**src/rtl/isa_pkg.sv**
```systemverilog
// Shared MIPS encoding constants: format codes, opcodes, field positions.
// Decode splitters import the same positions so encode and decode stay aligned.
package isa_pkg;

  typedef enum logic [1:0] {
    FMT_R   = 2'd0,
    FMT_I   = 2'd1,
    FMT_J   = 2'd2,
    FMT_RAW = 2'd3
  } fmt_e;

  localparam logic [5:0] OP_RTYPE = 6'h00;
  localparam logic [5:0] OP_J     = 6'h02;
  localparam logic [5:0] OP_JAL   = 6'h03;
  localparam logic [5:0] OP_BEQ   = 6'h04;
  localparam logic [5:0] OP_ADDI  = 6'h08;
  localparam logic [5:0] OP_LW    = 6'h23;
  localparam logic [5:0] OP_SW    = 6'h2B;

  localparam logic [5:0] FN_SLL   = 6'h00;
  localparam logic [5:0] FN_JR    = 6'h08;
  localparam logic [5:0] FN_ADD   = 6'h20;
  localparam logic [5:0] FN_SUB   = 6'h22;
  localparam logic [5:0] FN_AND   = 6'h24;
  localparam logic [5:0] FN_OR    = 6'h25;

  localparam int OP_W     = 6;
  localparam int REG_W    = 5;
  localparam int SHAMT_W  = 5;
  localparam int FUNCT_W  = 6;
  localparam int IMM_W    = 16;
  localparam int JADDR_W  = 26;

  localparam int OP_LSB    = 26;
  localparam int RS_LSB    = 21;
  localparam int RT_LSB    = 16;
  localparam int RD_LSB    = 11;
  localparam int SHAMT_LSB = 6;
  localparam int FUNCT_LSB = 0;
  localparam int IMM_LSB   = 0;
  localparam int JADDR_LSB = 0;

  typedef enum logic [2:0] {
    ST_IDLE   = 3'd0,
    ST_ACCEPT = 3'd1,
    ST_WRITE  = 3'd2,
    ST_DONE   = 3'd3,
    ST_ERROR  = 3'd4
  } asm_state_e;

endpackage

```
**src/rtl/instr_encoder.sv**
```systemverilog
// Combinational field packer: builds a 32-bit MIPS word from decoded fields.
module instr_encoder
  import isa_pkg::*;
(
  input  logic [1:0]  fmt_i,
  input  logic [5:0]  opcode_i,
  input  logic [4:0]  rs_i,
  input  logic [4:0]  rt_i,
  input  logic [4:0]  rd_i,
  input  logic [4:0]  shamt_i,
  input  logic [5:0]  funct_i,
  input  logic [15:0] imm_i,
  input  logic [25:0] addr_i,
  input  logic [31:0] raw_i,
  output logic [31:0] word_o
);

  always_comb begin
    word_o = '0;
    case (fmt_e'(fmt_i))
      FMT_R: begin
        word_o[OP_LSB    +: OP_W]    = opcode_i;
        word_o[RS_LSB    +: REG_W]   = rs_i;
        word_o[RT_LSB    +: REG_W]   = rt_i;
        word_o[RD_LSB    +: REG_W]   = rd_i;
        word_o[SHAMT_LSB +: SHAMT_W] = shamt_i;
        word_o[FUNCT_LSB +: FUNCT_W] = funct_i;
      end
      FMT_I: begin
        word_o[OP_LSB  +: OP_W]  = opcode_i;
        word_o[RS_LSB  +: REG_W] = rs_i;
        word_o[RT_LSB  +: REG_W] = rt_i;
        word_o[IMM_LSB +: IMM_W] = imm_i;
      end
      FMT_J: begin
        word_o[OP_LSB    +: OP_W]    = opcode_i;
        word_o[JADDR_LSB +: JADDR_W] = addr_i;
      end
      default: word_o = raw_i;
    endcase
  end

endmodule

```
**src/rtl/instr_assembler.sv**
```systemverilog
// Program loader: packs field tuples into MIPS words and writes them to
// instruction memory one at a time, holding the CPU until the load finishes.
module instr_assembler
  import isa_pkg::*;
#(
  parameter int          ADDR_W    = 10,
  parameter int unsigned BASE_ADDR = 0
) (
  input  logic              clk,
  input  logic              rst,
  input  logic              start,
  input  logic              in_valid,
  output logic              in_ready,
  input  logic [1:0]        in_fmt,
  input  logic [5:0]        in_opcode,
  input  logic [4:0]        in_rs,
  input  logic [4:0]        in_rt,
  input  logic [4:0]        in_rd,
  input  logic [4:0]        in_shamt,
  input  logic [5:0]        in_funct,
  input  logic [15:0]       in_imm,
  input  logic [25:0]       in_addr,
  input  logic [31:0]       in_raw,
  input  logic              in_last,
  output logic              mem_req,
  output logic [ADDR_W-1:0] mem_addr,
  output logic [31:0]       mem_wdata,
  input  logic              mem_ack,
  output logic              cpu_hold,
  output logic              done,
  output logic              err,
  output logic [ADDR_W:0]   count
);

  localparam logic [ADDR_W-1:0] BASE     = ADDR_W'(BASE_ADDR);
  localparam logic [ADDR_W:0]   CAPACITY = {1'b1, {ADDR_W{1'b0}}};

  asm_state_e        state_q, state_d;
  logic [ADDR_W:0]   count_q, count_d;
  logic [ADDR_W-1:0] addr_q,  addr_d;
  logic [31:0]       wdata_q, wdata_d;
  logic              last_q,  last_d;
  logic [31:0]       packed_word;

  instr_encoder u_encoder (
    .fmt_i    (in_fmt),
    .opcode_i (in_opcode),
    .rs_i     (in_rs),
    .rt_i     (in_rt),
    .rd_i     (in_rd),
    .shamt_i  (in_shamt),
    .funct_i  (in_funct),
    .imm_i    (in_imm),
    .addr_i   (in_addr),
    .raw_i    (in_raw),
    .word_o   (packed_word)
  );

  always_ff @(posedge clk or posedge rst) begin
    if (rst) begin
      state_q <= ST_IDLE;
      count_q <= '0;
      addr_q  <= BASE;
      wdata_q <= '0;
      last_q  <= 1'b0;
    end else begin
      state_q <= state_d;
      count_q <= count_d;
      addr_q  <= addr_d;
      wdata_q <= wdata_d;
      last_q  <= last_d;
    end
  end

  always_comb begin
    state_d = state_q;
    count_d = count_q;
    addr_d  = addr_q;
    wdata_d = wdata_q;
    last_d  = last_q;
    case (state_q)
      ST_IDLE, ST_DONE, ST_ERROR: begin
        if (start) begin
          count_d = '0;
          addr_d  = BASE;
          state_d = ST_ACCEPT;
        end
      end
      ST_ACCEPT: begin
        // A full memory refuses the tuple rather than overwriting word 0.
        if (in_valid) begin
          if (count_q == CAPACITY) begin
            state_d = ST_ERROR;
          end else begin
            wdata_d = packed_word;
            last_d  = in_last;
            state_d = ST_WRITE;
          end
        end
      end
      ST_WRITE: begin
        if (mem_ack) begin
          count_d = count_q + (ADDR_W+1)'(1);
          addr_d  = addr_q + ADDR_W'(1);
          state_d = last_q ? ST_DONE : ST_ACCEPT;
        end
      end
      default: state_d = ST_IDLE;
    endcase
  end

  // Outputs decode straight from the state register so rst clears them at once.
  assign in_ready  = (state_q == ST_ACCEPT);
  assign mem_req   = (state_q == ST_WRITE);
  assign done      = (state_q == ST_DONE);
  assign err       = (state_q == ST_ERROR);
  assign cpu_hold  = (state_q != ST_DONE);
  assign mem_addr  = addr_q;
  assign mem_wdata = wdata_q;
  assign count     = count_q;

endmodule

```
**config.mk**
```make
export PLATFORM = sky130hd
export DESIGN_NAME = instr_assembler
export DESIGN_NICKNAME = d
export VERILOG_FILES = /design/src/rtl/isa_pkg.sv /design/src/rtl/instr_encoder.sv /design/src/rtl/instr_assembler.sv
export SDC_FILE = /design/constraint.sdc
export NUM_CORES = 1
export LEC_CHECK = 0
export BUFFER_PORTS_ARGS = -buffer_cell sky130_fd_sc_hd__buf_2
export CAP_MARGIN = 20
export CORE_MARGIN = 1
export CORE_UTILIZATION = 50
export CTS_BUF_LIST = sky130_fd_sc_hd__clkbuf_2 sky130_fd_sc_hd__clkbuf_4 sky130_fd_sc_hd__clkbuf_8
export DETAILED_ROUTE_END_ITERATION = 12
export MAX_ROUTING_LAYER = met4
export PLACE_DENSITY = 0.9
export SYNTH_ARGS = -nofsm -noshare
export SYNTH_HDL_FRONTEND = slang
export SYNTH_SLANG_ARGS = --single-unit
```
**constraint.sdc**
```tcl
create_clock -name clk -period 3.8 [get_ports clk]
set_input_delay 0.19 -clock clk [delete_from_list [all_inputs] [get_ports clk]]
set_output_delay 0.19 -clock clk [all_outputs]
set_load 0.05 [all_outputs]
```
==> results of run 1 <==
cells in the mapped netlist (all sizes together) (3+ instances only):
| master | instances |
|---|---|
| o21ai | 23 |
| inv | 7 |
| a21oi | 30 |
| nor2 | 20 |
| and4 | 3 |
| or3 | 9 |
| nand2 | 15 |
| or4 | 4 |
| dfrtp | 57 |
| and2 | 3 |
| clkbuf | 4 |
| ha | 3 |
| nand4 | 6 |
| buf | 12 |
| mux4 | 16 |
| mux2 | 27 |
| nand3 | 11 |
| o31ai | 3 |
| mux2i | 17 |
through the flow:
stage | hold WS, ns | instances | utilization (%)
detailed placement | 0.346 | 518 | 67.5
floorplan | 0.325 | 287 | -
global placement | 0.335 | 518 | 67.5
CTS | 0.105 | 535 | 71.4
finish | 0.105 | 537 | 72.1
global route | 0.104 | 537 | 72.1
critical path: stages, from the launching register on:
cell,delay (ns)
dfrtp_1,0.45
nor4_1,0.61
a31oi_4,0.42
buf_16,0.29
mux2_1,0.32
kinds of logic (layout without fill, tap and decap cells):
group                    Yosys count  count (layout)  share of synthesized area, %
AO/OA/AOI/OAI                     62              62                          10.6
adder cells (fa/ha/maj)            3               3                          1.16
buffers and inverters             23             198                          4.27
flip-flops                        57              57                          44.2
multiplexers                      60              60                          25.9
AND/OR/NAND/NOR                   82              82                          13.8
state kept, by name, indices dropped and copies added, names as in the netlist:
register   flops
count         11
last_q         1
mem_addr      10
mem_wdata     32
state_q        3
worst min-delay path by stage:
stage          slack (ns)  cells after the start                      end
6_report             0.11                      2       last_q$_DFFE_PP0P_
5_1_grt              0.10                      2       last_q$_DFFE_PP0P_
4_1_cts              0.10                      2       last_q$_DFFE_PP0P_
3_5_place_dp         0.35                      2  mem_addr[3]$_DFFE_PP0P_
3_3_place_gp         0.33                      2  mem_addr[1]$_DFFE_PP0P_
2_1_floorplan        0.32                      1       last_q$_DFFE_PP0P_
metal layers:
layer | track usage [%] | part of all wire (%) | vias to the layer above | wire length (µm)
met1 | 33.0 | 38 | 1487 | 3640
met2 | 49.3 | 50 | 146 | 4760
li1 | - | - | 1420 | -
met3 | 8.35 | 8.1 | 33 | 772
met4 | 18.1 | 3.6 | 0 | 344
met5 | - | 0 | - | 0
area by class of cell:
| class | count | area (µm²) |
|---|---|---|
| flip-flops and latches | 57 | 1430 |
| inverters | 7 | 31.3 |
| well taps | 75 | 93.8 |
| fillers | 441 | 1690 |
| clock inverters | 5 | 77.6 |
| clock buffers | 11 | 151 |
| repair buffers | 175 | 916 |
| multi-input cells | 207 | 1680 |
power groups by stage:
stage	Combinational [µW]	Clock, µW	Sequential [µW]
4_1_cts	1590	656	948
3_5_place_dp	1590	0	956
2_1_floorplan	575	0	1590
3_3_place_gp	1540	0	938
5_1_grt	1710	685	975
6_report	1620	653	953
==> impl_metrics.toml, run 1 <==
[worst_hold_path]
hp-class = "primary input to flip-flop"
min_from = "in_last"

[detailed_routing]
vias = 3086
wire_per_inst_um = 17.7
route.detailed.drc = 0
via_per_inst = 5.75
ant_nets = 0
firstDrtPassIters = 4
drt-total-wl_mm = 9.52
drtIter0Drc = 176

[setup_path]
cp.arrival_ns = 2.42
r2r_cells = 4
reg2reg_slack_ns = 1.60
worstPathMaxFanout = 22
r2r-start = "count[5]$_DFFE_PP0P_"
cp-start-kind = "flip-flop"
end_kind = "flip-flop"
setup.worst_path.class = "flip-flop to flip-flop"
crit_required_ns = 4.02
regToRegEndpoint = "mem_wdata[18]$_DFFE_PP0P_"
crit_start = "count[5]$_DFFE_PP0P_"
crit_end = "mem_wdata[18]$_DFFE_PP0P_"

[cells_and_area]
nets = 574
drive_gt1_share_pct = 48.9
final_common_cell = "buf_2"
diodes = 0
fin_area_um2 = 4370
syn_to_final_growth_pct = 35.6
layout_common_cells = "buf_2, dfrtp_1, a21oi_1"

[timing]
min_period_over_period_pct = 57.8
setup_viol = 0
maxSlewHeadroom_pct = 43.4
drv_slew = 0
fin_ws_ns = 1.60
hold_viol_final = 0
finalCriticalPeriod_ns = 2.20
worst_slew_pin_slew_ns = 0.850
tns_ns = 0
rsz0062_at_grt = "false"
fin_skew_ns = 0.00981
max_freq_mhz = 455

[clocking]
cts-root-buf = "clkbuf_8"
holdBufCountCts = 1
clkLatencyLatePin_ns = 0.34
cts_setup_buffers = 0
clock-sinks = 57
clk_pin_slew_ns = 0.07
cts_tree = "yes"
htree_levels = 3
cts_resized = 0
numCtsBuffers = 9
clk_path_buf_depth = 2

[global_route]
grt_pass1_vias = 3005
grt_max_degree = 41
antenna_found_initial = 0
grt_remaining_overflow = 0
grt_use_total_pct = 30.3
grt_pass1_wl_mm = 14.3

[placement]
placed_cell_area_um2 = 4090
dp_hpwl_mm = 7.18
place_congestion = 0.848
io_buffers = 171
dp_slack_ns = 1.42

[power]
p_seq_share_pct = 29.5
combPwrFrac_pct = 50.3
p_sw_uw = 1550
p_sw_share_pct = 48.1
power_density_nw_per_um2 = 739
leakage_uw = 0.00215
vdd_ir_drop_max_mv = 0.708
total_power_uw = 3230
cellInternalPower_uw = 1680
pwr-share-clk_pct = 20.2

[run]
cap_viol_max_count = 0

[die]
io_pins = 172
core.rowCount = 28
core_um2 = 6060
start_util_pct = 53.2
die_h_um = 82.3
dieArea_um2 = 6770
die_x_um = 82.3

[logic_synthesis]
synth.top_cell.area_share_pct = 44.2
ys_ff_latch = 57
synth_edf_count = 0
synth.net_count = 404
yosys-top-cells-area = "dfrtp_1, mux4_2, mux2_1"
avgSynthCellArea_um2 = 11.2
syn_area_um2 = 3220
synth_top_cell_by_area = "dfrtp_1"
ys_seq_area_share_pct = 44.2
ys_types = 43
netlist_instances = 287
synthArstFlopShare_pct = 100
synth_warnings = 0
ys.flop_type = "dfrtp_1"

[outcome]
status = "completed"
No activity file was read; power rests on OpenSTA's default activity.
==> run 2, diff against run 1 <==
- ABC_AREA: unset -> 1
- CORE_UTILIZATION: 50 -> 48
- PLACE_DENSITY: 0.9 -> 0.85
- clock period: 3.8 -> 2.14 ns (I/O delays scaled with it)
==> run 2 against run 1 <==
Net effect: fmax is 26% higher; non-clock buffer count is 3 higher; via count is 29% higher; sequential share of layout area is 1.5 points lower; sequential power is 69% higher; hold slack worse by 0.088 ns; die area is 13% higher; combinational power is 64% higher; clock power is 52% higher; critical path depth is 4 higher; first-iteration DRC count is 11% lower.
==> impl_metrics.toml, run 2 <==
[logic_synthesis]
synth.most_common_cell = "nand2_1"
netlist_instances = 514
synthArstFlopShare_pct = 100
ys_ff_latch = 57
synth.net_count = 631
synth.top_cell.area_share_pct = 40.8
yosys-top-cells-area = "dfrtp_1, nand2_1, nand3_1"
ys_types = 26
ys_seq_area_share_pct = 40.8
synth_edf_count = 0
syn_area_um2 = 3490
avgSynthCellArea_um2 = 6.80
synth_warnings = 0
synthTopCellsByCount = "nand2_1, nand3_1, dfrtp_1"
ys.flop_type = "dfrtp_1"
synth_top_cell_by_area = "dfrtp_1"

[cells_and_area]
final_common_cell = "nand2_1"
drive_gt1_share_pct = 31.3
nets = 796
diodes = 0
seq_area_um2 = 1430
final_cells = 780
largest_reg_flops = 32
fin_area_um2 = 4590
layout_common_cells = "nand2_1, buf_2, nand3_1"
fill_cells = 614
multi_input_comb_area_um2 = 1810
syn_to_final_growth_pct = 31.3

[clocking]
clk_path_buf_depth = 2
numCtsBuffers = 9
holdBufCountCts = 1
clk_pin_slew_ns = 0.07
cts_tree = "yes"
clock-sinks = 57
cts-root-buf = "clkbuf_8"
cts_resized = 0
htree_levels = 3
clkLatencyLatePin_ns = 0.33
cts_setup_buffers = 0

[setup_path]
cp.arrival_ns = 2.01
worstPathMaxFanout = 23
worstPathCellList = "inv_1 > ha_1 > nand4_1 > nor2_4 > nor2_8 > buf_4 > nand3_1 > nand2_1"
end_kind = "flip-flop"
crit_family = "simple AND/OR/NAND/NOR gates"
slowest_delay_ns = 0.47
crit_required_ns = 2.41
setup.worst_path.class = "flip-flop to flip-flop"
cp-start-kind = "flip-flop"
cp_slowest_cell = "dfrtp_1"
path_buf_inv = 2

[timing]
timing.hold.ws_ns = 0.0173
rsz0062_at_grt = "false"
finalCriticalPeriod_ns = 1.74
hold_viol_final = 0
min_period_over_period_pct = 81.2
fin_skew_ns = 0.00497
maxSlewHeadroom_pct = 59.6
max_freq_mhz = 576
worst_slew_pin_slew_ns = 0.605
setup_viol = 0
drv_slew = 0
tns_ns = 0

[global_route]
grt_pass1_wl_mm = 16.1
antenna_found_initial = 0
grt_pass1_vias = 3638
grt_max_degree = 35
grt_use_total_pct = 27.5
grt_remaining_overflow = 0

[power]
leakage_uw = 0.00259
power_density_nw_per_um2 = 1150
total_power_uw = 5260
vdd_ir_drop_max_mv = 0.607

[die]
core.rowCount = 30
core_um2 = 6910
start_util_pct = 50.6
io_pins = 172
die_x_um = 87.3
dieArea_um2 = 7630
die_h_um = 87.3

[placement]
io_buffers = 171
dp_hpwl_mm = 7.41
place_congestion = 0.852
post-place-cells = 763
placed_cell_area_um2 = 4380

[detailed_routing]
wire_per_inst_um = 12.6
drtIter0Drc = 157
drt-total-wl_mm = 9.80
vias = 3993
firstDrtPassIters = 4
ant_nets = 0
route.detailed.drc = 0
via_per_inst = 5.12

[outcome]
status = "completed"

[worst_hold_path]
hp-class = "primary input to flip-flop"

[run]
cap_viol_max_count = 0
## run 2: final timing paths
path | startpoint | end | slack [ns] | depth (start not counted)
max in group asynchronous | rst | mem_wdata[13]$_DFFE_PP0P_ | 1.10 | 4
min | in_last | last_q$_DFFE_PP0P_ | 0.02 | 3
max | count[0]$_DFFE_PP0P_ | mem_wdata[14]$_DFFE_PP0P_ | 0.40 | 8
max reg2reg | count[0]$_DFFE_PP0P_ | mem_wdata[14]$_DFFE_PP0P_ | 0.40 | 8
min in group asynchronous | rst | mem_addr[9]$_DFFE_PP0P_ | 0.40 | 3
min reg2reg | mem_wdata[3]$_DFFE_PP0P_ | mem_wdata[3]$_DFFE_PP0P_ | 0.47 | 2
## run 2: where the power goes
group	internal [µW]	leakage (µW)	total (µW)	switching [µW]
Clock	560	0.000102	993	433
Combinational	608	0.00174	2650	2040
Sequential	1390	0.000748	1610	220
Total	2560	0.00259	5260	2700
## run 2: layout make-up
cell class / instances / area share [%]
multi-input cells: 400 / 39.5
repair buffers: 178 / 19.8
flip-flops and latches: 57 / 31.1
clock buffers: 10 / 3.00
clock inverters: 6 / 1.25
well taps: 96 / 2.62
inverters: 33 / 2.70
## run 2: logic make-up after synthesis
logic type,synth area share (%)
AO/OA/AOI/OAI,4.83
adder cells (fa/ha/maj),1.07
buffers and inverters,7.30
flip-flops,40.8
AND/OR/NAND/NOR,46.0
## run 2: worst min-delay path, stage by stage
cell	delay, ns
buf_2	0.08
nand3_1	0.06
nand2_1	0.06
## run 2: per-stage QoR
| stage | setup WS, ns | util, % |
|---|---|---|
| floorplan | 0.317 | - |
| global placement | 0.504 | 63.5 |
| detailed placement | 0.423 | 63.5 |
| CTS | 0.405 | 66.4 |
| global route | 0.183 | 66.4 |
| finish | 0.402 | 66.4 |
## run 2: routing by layer
layer | global-route usage, % | part of all wire [%]
met1 | 33.0 | 42
met2 | 46.8 | 52
met3 | 2.18 | 4.4
met4 | 13.0 | 1.8
met5 | - | 0
